**src/rtl/fetch_controller_if.sv**
```systemverilog
// Purpose: bundle of instruction-memory, decode-handshake and control signals for fetch_controller.
// Latency: n/a (wiring only).
// Backpressure: decode applies backpressure through ready against valid.
//
// Optional feature macro: FETCH_PERF_COUNTERS_EN adds fetch_count/stall_count.
// master: the fetch controller (drives address, instruction, instr_pc, valid, addr_err, state).
// slave : memory/decode/branch side (drives instr_in, ready, redirect, target, halt, resume).
interface fetch_controller_if;
  logic [31:0] address;      // fetch address (= PC register)
  logic [31:0] instr_in;     // memory word at address, combinational
  logic [31:0] instruction;  // IR presented to decode
  logic [31:0] instr_pc;     // PC of the word held in IR
  logic        valid;        // IR holds an undelivered instruction
  logic        ready;        // decode accepts IR this cycle
  logic        redirect;     // branch/jump taken
  logic [31:0] target;       // redirect address, low two bits ignored
  logic        halt;         // request fetch stop
  logic        resume;       // leave HALT when no address error
  logic        addr_err;     // sticky out-of-range flag
  logic [1:0]  state;        // IDLE=0, FETCH=1, HALT=2
`ifdef FETCH_PERF_COUNTERS_EN
  logic [31:0] fetch_count;  // IR loads, saturating
  logic [31:0] stall_count;  // FETCH cycles with valid && !ready, saturating

  modport master (
    output address, instruction, instr_pc, valid, addr_err, state, fetch_count, stall_count,
    input  instr_in, ready, redirect, target, halt, resume
  );
  modport slave (
    input  address, instruction, instr_pc, valid, addr_err, state, fetch_count, stall_count,
    output instr_in, ready, redirect, target, halt, resume
  );
`else
  modport master (
    output address, instruction, instr_pc, valid, addr_err, state,
    input  instr_in, ready, redirect, target, halt, resume
  );
  modport slave (
    input  address, instruction, instr_pc, valid, addr_err, state,
    output instr_in, ready, redirect, target, halt, resume
  );
`endif
endinterface

```
**src/rtl/fetch_controller.sv**
```systemverilog
// Purpose: owns the PC, fetches from word-indexed instruction memory into an IR, handles redirect/halt/range errors.
// Latency: first valid two edges after reset release; redirect-to-valid two edges; 1 instr/cycle streaming.
// Backpressure: valid/ready; with valid && !ready the IR, instr_pc and valid hold and the PC does not advance.
//
// Ports: clk (rising edge), reset (async, active-low), bus (fetch_controller_if.master).
// Optional feature macro: FETCH_PERF_COUNTERS_EN adds saturating fetch_count/stall_count.
module fetch_controller #(
  parameter logic [31:0] RESET_PC  = 32'h0000_0000,
  parameter int          MEM_WORDS = 128
) (
  input  logic             clk,
  input  logic             reset,
  fetch_controller_if.master bus
);

  typedef enum logic [1:0] {
    IDLE  = 2'd0,
    FETCH = 2'd1,
    HALT  = 2'd2
  } state_t;

  localparam logic [31:0] PC_INIT = RESET_PC & ~32'd3;

  state_t      state_q, state_d;
  logic [31:0] pc_q, pc_d;
  logic [31:0] ir_q, ir_d;
  logic [31:0] ir_pc_q, ir_pc_d;
  logic        valid_q, valid_d;
  logic        err_q, err_d;
  logic        load;
  logic        xfer;
  logic        in_range;

  assign xfer     = valid_q & bus.ready;
  // Word index compare covers wrap-around too: a wrapped PC lands at 0, but any
  // PC beyond the memory is caught before it is ever used for a load.
  assign in_range = ({2'b00, pc_q[31:2]} < 32'(MEM_WORDS));

  always_ff @(posedge clk or negedge reset) begin
    if (!reset) begin
      state_q <= IDLE;
      pc_q    <= PC_INIT;
      ir_q    <= 32'd0;
      ir_pc_q <= 32'd0;
      valid_q <= 1'b0;
      err_q   <= 1'b0;
    end else begin
      state_q <= state_d;
      pc_q    <= pc_d;
      ir_q    <= ir_d;
      ir_pc_q <= ir_pc_d;
      valid_q <= valid_d;
      err_q   <= err_d;
    end
  end

  always_comb begin
    state_d = state_q;
    pc_d    = pc_q;
    ir_d    = ir_q;
    ir_pc_d = ir_pc_q;
    valid_d = valid_q;
    err_d   = err_q;
    load    = 1'b0;

    if (bus.redirect) begin
      // Redirect flushes the IR (a same-cycle transfer is cancelled) and
      // overrides halt/resume. The range check then applies to the new PC.
      pc_d    = bus.target & ~32'd3;
      valid_d = 1'b0;
      if (state_q != FETCH && state_q != HALT) begin
        state_d = FETCH;
      end
    end else begin
      case (state_q)
        FETCH: begin
          if (!in_range) begin
            // No load; whatever is already in the IR stays deliverable.
            err_d   = 1'b1;
            state_d = HALT;
            if (xfer) valid_d = 1'b0;
          end else if (bus.halt) begin
            state_d = HALT;
            if (xfer) valid_d = 1'b0;
          end else if (!valid_q || bus.ready) begin
            load    = 1'b1;
            ir_d    = bus.instr_in;
            ir_pc_d = pc_q;
            valid_d = 1'b1;
            pc_d    = pc_q + 32'd4;
          end
        end
        HALT: begin
          if (xfer) valid_d = 1'b0;
          // Halt held together with resume keeps us parked.
          if (bus.resume && !bus.halt && !err_q) begin
            state_d = FETCH;
          end
        end
        default: begin
          // IDLE (and the unused encoding) step into FETCH on the first edge.
          state_d = FETCH;
        end
      endcase
    end
  end

  assign bus.address     = pc_q;
  assign bus.instruction = ir_q;
  assign bus.instr_pc    = ir_pc_q;
  assign bus.valid       = valid_q;
  assign bus.addr_err    = err_q;
  assign bus.state       = state_q;

`ifdef FETCH_PERF_COUNTERS_EN
  logic [31:0] fetch_cnt_q;
  logic [31:0] stall_cnt_q;

  // Counters survive redirects and only clear on reset; both saturate.
  always_ff @(posedge clk or negedge reset) begin
    if (!reset) begin
      fetch_cnt_q <= 32'd0;
      stall_cnt_q <= 32'd0;
    end else begin
      if (load && fetch_cnt_q != 32'hFFFF_FFFF) begin
        fetch_cnt_q <= fetch_cnt_q + 32'd1;
      end
      if (state_q == FETCH && valid_q && !bus.ready && stall_cnt_q != 32'hFFFF_FFFF) begin
        stall_cnt_q <= stall_cnt_q + 32'd1;
      end
    end
  end

  assign bus.fetch_count = fetch_cnt_q;
  assign bus.stall_count = stall_cnt_q;
`endif

endmodule
```
**src/flat_wrapper.sv**
```systemverilog
// flat-port wrapper written by rule: the top's interface ports become plain ports
module fetch_controller_flat 
#(
  parameter logic [31:0] RESET_PC  = 32'h0000_0000,
  parameter int          MEM_WORDS = 128
)
  (clk, reset, bus_address, bus_instruction, bus_instr_pc, bus_valid, bus_addr_err, bus_state, bus_instr_in, bus_ready, bus_redirect, bus_target, bus_halt, bus_resume);
  fetch_controller_if bus_i ();
  input  logic clk;
  input  logic reset;
  output wire logic [$bits(bus_i.address)-1:0] bus_address;
  output wire logic [$bits(bus_i.instruction)-1:0] bus_instruction;
  output wire logic [$bits(bus_i.instr_pc)-1:0] bus_instr_pc;
  output wire logic [$bits(bus_i.valid)-1:0] bus_valid;
  output wire logic [$bits(bus_i.addr_err)-1:0] bus_addr_err;
  output wire logic [$bits(bus_i.state)-1:0] bus_state;
  input wire logic [$bits(bus_i.instr_in)-1:0] bus_instr_in;
  input wire logic [$bits(bus_i.ready)-1:0] bus_ready;
  input wire logic [$bits(bus_i.redirect)-1:0] bus_redirect;
  input wire logic [$bits(bus_i.target)-1:0] bus_target;
  input wire logic [$bits(bus_i.halt)-1:0] bus_halt;
  input wire logic [$bits(bus_i.resume)-1:0] bus_resume;
  assign bus_address = bus_i.address;
  assign bus_instruction = bus_i.instruction;
  assign bus_instr_pc = bus_i.instr_pc;
  assign bus_valid = bus_i.valid;
  assign bus_addr_err = bus_i.addr_err;
  assign bus_state = bus_i.state;
  assign bus_i.instr_in = bus_instr_in;
  assign bus_i.ready = bus_ready;
  assign bus_i.redirect = bus_redirect;
  assign bus_i.target = bus_target;
  assign bus_i.halt = bus_halt;
  assign bus_i.resume = bus_resume;
  fetch_controller #(.RESET_PC(RESET_PC), .MEM_WORDS(MEM_WORDS)) u_core (.clk(clk), .reset(reset), .bus(bus_i));
endmodule
```
**config.mk**
```make
export PLATFORM = sky130hd
export DESIGN_NAME = fetch_controller_flat
export DESIGN_NICKNAME = d
export VERILOG_FILES = /design/src/rtl/fetch_controller_if.sv /design/src/rtl/fetch_controller.sv /design/src/flat_wrapper.sv
export SDC_FILE = /design/constraint.sdc
export NUM_CORES = 1
export LEC_CHECK = 0
export BUFFER_PORTS_ARGS = -buffer_cell sky130_fd_sc_hd__buf_2
export CAP_MARGIN = 20
export CORE_MARGIN = 1.5
export CORE_UTILIZATION = 47
export CTS_CLUSTER_DIAMETER = 120
export DETAILED_ROUTE_END_ITERATION = 8
export MAX_ROUTING_LAYER = met4
export PLACE_DENSITY = 0.82
export SYNTH_ARGS = -nofsm -noshare
export SYNTH_HDL_FRONTEND = slang
export SYNTH_SLANG_ARGS = --single-unit
```
**constraint.sdc**
```tcl
create_clock -name clk -period 2.45 [get_ports clk]
set_input_delay 0.1225 -clock clk [delete_from_list [all_inputs] [get_ports clk]]
set_output_delay 0.1225 -clock clk [all_outputs]
set_load 0.05 [all_outputs]
```
# Word level (Yosys, flattened, before mapping)
# Index checks and enable logic that the tools add are counted.
[classes]
addsub = 1
order_cmp = 1
eq_ne = 9
n_mux = 17
n_bitwise = 4
reduce_logical = 16
[ops]
columns = ["operator", "n"]
rows = [
  ["$mux W32", 5],
  ["$add A32 B3 Y32 const B", 1],
  ["$lt A30 B8 Y1 const B", 1],
  ["$mux W2", 5],
  ["$reduce_and A3 Y1", 2],
  ["$reduce_bool A2 Y1", 3],
  ["$mux W1", 5],
  ["$ne A5 B5 Y1 const B", 1],
  ["$reduce_and A5 Y1", 1],
  ["$ne A2 B1 Y1 const B", 2],
  ["$ne A2 B2 Y1 const B", 2],
  ["$ne A4 B4 Y1 const B", 1],
  ["$pmux W2 S2", 1],
  ["$reduce_and A4 Y1", 1],
  ["$logic_and A1 B1 Y1", 3],
  ["$logic_not A1 Y1", 3],
  ["$ne A3 B2 Y1 const B", 1],
  ["$not A1 Y1", 3],
  ["$reduce_bool A3 Y1", 1],
  ["$eq A2 B1 Y1 const B", 1],
  ["$eq A2 B2 Y1 const B", 1],
  ["$pmux W1 S2", 1],
  ["$reduce_and A2 Y1", 1],
  ["$and A1 B1 Y1", 1],
  ["$logic_or A1 B1 Y1", 1],
]
[totals]
register_bits = 100
inputBits = 70
output_inout_bits = 100
elab_cells = 54

# Depth between registers and ports, before layout
[depth]
word_depth = 7
ltp_mapped = 7
ltp_nobuf = 6

# Worst setup path before layout
# Ideal clock, no wire load.
[synth_timing]
path_type = "register -> register"
startpoint = "reg u_core.pc_q[14] (netlist: u_core.bus.address[14])"
endpoint = "reg u_core.pc_q[9] (netlist: u_core.bus.address[9])"
setup_time_ns = 0.073
arrival_ns = 2.381
required_ns = 2.377
path_slack_ns = -0.004
path_stages_with_launch = 6
path_buffers = 1
synth_period_minus_slack_ns = 2.454
cell_sequence = "dfrtp_1 > or4_4 > or4_4 > buf_6 > or4_4 > a2bb2oi_2"
[synth_between]
elab_chain_len = 3
[synth_rtl]
columns = ["item", "line", "rtl"]
rows = [
  ["start: declaration", "fetch_controller.sv:25", "logic [31:0] pc_q, pc_d;"],
  ["start signal: assignment", "fetch_controller.sv:49", "pc_q <= pc_d;"],
  ["$lt A30 B8 Y1", "fetch_controller.sv:37", "assign in_range = ({2'b00, pc_q[31:2]} < 32'(MEM_WORDS));"],
  ["$reduce_bool A2 Y1 (no line)", "n/a", ""],
  ["$reduce_and A4 Y1 (no line)", "n/a", ""],
]
# No other way between the ends.
# A chain may end at the register's enable or synchronous reset.

# Worst setup path after layout
# Ends and elaborated chain as after synthesis.

==> flow_metrics.py <==
metrics = {
    "run_status": {
        "run_status": "finished, final reports clean",
    },
    "route": {
        "wl_per_cell_um": 15.66,
        "first_pass_iters": 4,
        "drc": 0,
        "drtIter0Drc": 116,
        "drt_wl_total_um": 9303,
        "vias": 2983,
        "avgViaCountPerCell": 5.022,
        "ant_nets": 0,
    },
    "placement": {
        "dpl_worst_slack_ps": 213.3,
        "portBuffers": 163,
        "place_area_sq_mm": 0.004787,
        "dpl.hpwl_um": 6292,
        "routabilityCongestion": 0.8001,
    },
    "final_layout": {
        "design_area_sq_mm": 0.005379,
        "fin_nets": 559,
        "drive_gt1_frac": 0.5173,
        "post-route-util": 0.6889,
        "area_growth_syn_to_layout_pct": 39.94,
        "fillers": 585,
    },
    "sta": {
        "finalSetupTns_ps": 0,
        "maxSlewHeadroom": 0.4703,
        "worstMarginPinSlew_ps": 794.6,
        "setup_viol": 0,
        "period_share": 0.9127,
        "skew_ps": 14.35,
        "slew_violations": 0,
        "fin_crit_ps": 2236,
        "max_freq_mhz": 447.2,
        "fin_ws_ps": 213.9,
        "rsz0062_at_grt": "false",
        "hold_viol": 0,
    },
    "synth": {
        "synth_top_area_cell": "dfrtp_1",
        "synth_area_sq_mm": 0.003844,
        "synthFlopType": "dfrtp_1",
        "synth_area_leaders": "dfrtp_1 63%, mux2_2 18%, and2_1 3.7%",
        "synth_edf_count": 0,
        "ys_warn_count": 0,
        "synth.top_cell.area_share": 0.6250,
        "synth-seq-cells": 96,
        "ys_seq_area_frac": 0.6250,
        "syn_area_per_cell_sq_um": 13.78,
        "async_flop_share": 1.000,
        "synth_cell_type_count": 39,
        "synth_cells": 279,
    },
    "critical_path": {
        "crit_type": "register to register",
        "worstPathRequired_ps": 2740,
        "regToRegStartpoint": "u_core.bus.address[14]$_DFFE_PN0P_",
        "worstPathCellList": "or4_4 -> or4_4 -> or4_4 -> a2bb2oi_2",
        "crit_path_end_kind": "register",
        "cp_top_family": "simple AND/OR/NAND/NOR gates",
        "critPathMostFrequentCell": "or4_4",
        "crit_slowest_cell": "or4_4",
        "crit_path_max_incr_delay_ps": 590,
        "r2r_slack_ps": 210,
        "cp-start-kind": "register",
        "cp.arrival_ps": 2520,
        "reg2regPathDepth": 4,
        "path_buf_inv": 0,
        "r2r-end": "u_core.bus.address[9]$_DFFE_PN0P_",
        "cp_max_fo": 10,
    },
    "cts": {
        "tritoncts": "done",
        "clock-sinks": 96,
        "cts_made_buffers": 9,
        "cts_root_buf": "clkbuf_8",
        "clock_latency_ps": 350,
        "post_cts_resized": 0,
        "clk_pin_slew_worst_paths_ps": 100,
        "htree_levels": 3,
        "cts_buffer_depth": 2,
    },
    "global_route": {
        "gr-total-overflow": 0,
        "use_met2": 0.3937,
        "use_met3": 0.02846,
        "grt_use_total": 0.2251,
        "grt_max_degree": 63,
        "grt_pass1_vias": 3146,
        "grt.busiest_layer": "met2",
        "use_met1": 0.2577,
        "antenna_found_initial": 1,
        "grt_first_pass_wirelength_um": 14770,
    },
    "power_and_ir_drop": {
        "p_leak_nw": 2.878,
        "power_density_mw_per_mm2": 625.4,
        "peakVddDrop_uv": 333.6,
        "power.total_mw": 3.364,
    },
    "die": {
        "rows": 32,
        "die_w_um": 93.43,
        "start_util": 0.4923,
        "fp.dieH_um": 93.43,
        "io_pins": 170,
        "core_area_sq_mm": 0.007807,
        "dieArea_sq_mm": 0.008729,
    },
    "hold_path": {
        "hp-class": "input pin to register",
        "hold_end": "u_core.bus.address[19]$_DFFE_PN0P_",
        "whs_path_depth": 2,
        "hold_start": "bus_target[19]",
    },
    "run": {
        "max_cap_viol_count": 0,
    },
}
worst max-delay path by stage:
stage | to | cells past startpoint | slack [ps] | start
final | u_core.bus.address[9]$_DFFE_PN0P_ | 4 | 210 | u_core.bus.address[14]$_DFFE_PN0P_
after global placement | u_core.bus.address[9]$_DFFE_PN0P_ | 4 | 240 | u_core.bus.address[14]$_DFFE_PN0P_
after CTS | u_core.bus.address[9]$_DFFE_PN0P_ | 4 | 200 | u_core.bus.address[14]$_DFFE_PN0P_
after global routing | u_core.bus.address[4]$_DFFE_PN0P_ | 4 | 140 | u_core.bus.address[14]$_DFFE_PN0P_
after detailed placement | u_core.bus.address[9]$_DFFE_PN0P_ | 4 | 210 | u_core.bus.address[14]$_DFFE_PN0P_
after floorplan | u_core.bus.address[9]$_DFFE_PN0P_ | 5 | 20 | u_core.bus.address[12]$_DFFE_PN0P_
registers in the layout, summed over array words and instances (netlist names):
name	cells
u_core.bus.instruction	32
u_core.bus.address	30
u_core.bus.instr_pc	30
u_core.bus.state	2
u_core.bus.addr_err	1
u_core.bus.valid	1
through the flow:
| stage | hold slack (ps) | std cells |
|---|---|---|
| floorplan | -173.1 | 282 |
| global placement | 255.2 | 536 |
| detailed placement | 257.0 | 536 |
| CTS | 0.05468 | 593 |
| global route | 1.239 | 594 |
| finish | 11.37 | 594 |
repair_timing:
item / in CTS / in global routing
endpoints found under the hold margin: 101 / 0
buffers inserted: 0 / 0
hold buffers: 41 / 0
layout by cell type (no fill, tap or decap), types with 4 or more instances in the layout:
| master | instances |
|---|---|
| and2_1 | 23 |
| buf_2 | 162 |
| buf_4 | 4 |
| clkbuf_8 | 9 |
| conb_1 | 4 |
| dfrtp_1 | 95 |
| dlygate4sd3_1 | 41 |
| inv_1 | 7 |
| mux2_2 | 61 |
| nand2_1 | 4 |
| nand4_1 | 4 |
| nor2_1 | 8 |
| nor2b_1 | 5 |
| nor4_1 | 5 |
| o21ai_0 | 5 |
Yosys cell counts, drive strengths merged, types with 2 or more instances:
| library cell | count |
|---|---|
| nor4 | 5 |
| nand4 | 4 |
| dfrtp | 96 |
| clkbuf | 9 |
| nor3 | 2 |
| o211ai | 3 |
| and2 | 23 |
| inv | 7 |
| a31oi | 3 |
| nor2b | 5 |
| buf | 7 |
| a22oi | 2 |
| or4 | 5 |
| nor2 | 8 |
| a21oi | 3 |
| nand2b | 3 |
| o21ai | 5 |
| nand2 | 4 |
| mux2 | 61 |
| ha | 3 |
| or2 | 2 |
| o31ai | 2 |
| nand3 | 4 |
routing by layer:
metal | vias to the layer above | wire length, um
li1 | 1400 | -
met4 | 0 | 264
met2 | 90 | 5070
met5 | - | 0
met1 | 1473 | 3633
met3 | 20 | 334
power by group:
part | internal [mW] | total [mW] | switching [mW]
clock | 0.382 | 0.950 | 0.568
sequential | 1.65 | 1.72 | 0.0673
combinational | 0.241 | 0.695 | 0.453
total | 2.28 | 3.36 | 1.09
logic make-up after synthesis:
logic type               after synthesis  share of synthesized area
buffers and inverters                 23                    0.02832
multiplexers                          61                     0.1787
AO/OA/AOI/OAI                         24                    0.04459
flip-flops                            96                     0.6250
AND/OR/NAND/NOR                       71                     0.1126
other                                  1                  0.0009756
adder cells (fa/ha/maj)                3                   0.009767
layout make-up:
type / count / area [sq um] / area share
Clock inverter: 6 / 51.30 / 0.009537
Multi-Input combinational cell: 163 / 1349 / 0.2508
Sequential cell: 96 / 2404 / 0.4468
Antenna cell: 1 / 2.502 / 0.0004652
Clock buffer: 10 / 127.6 / 0.02373
Inverter: 7 / 26.28 / 0.004885
Timing Repair Buffer: 209 / 1291 / 0.2401
Tap cell: 102 / 127.6 / 0.02373
Power figures use the tool's default switching activity.
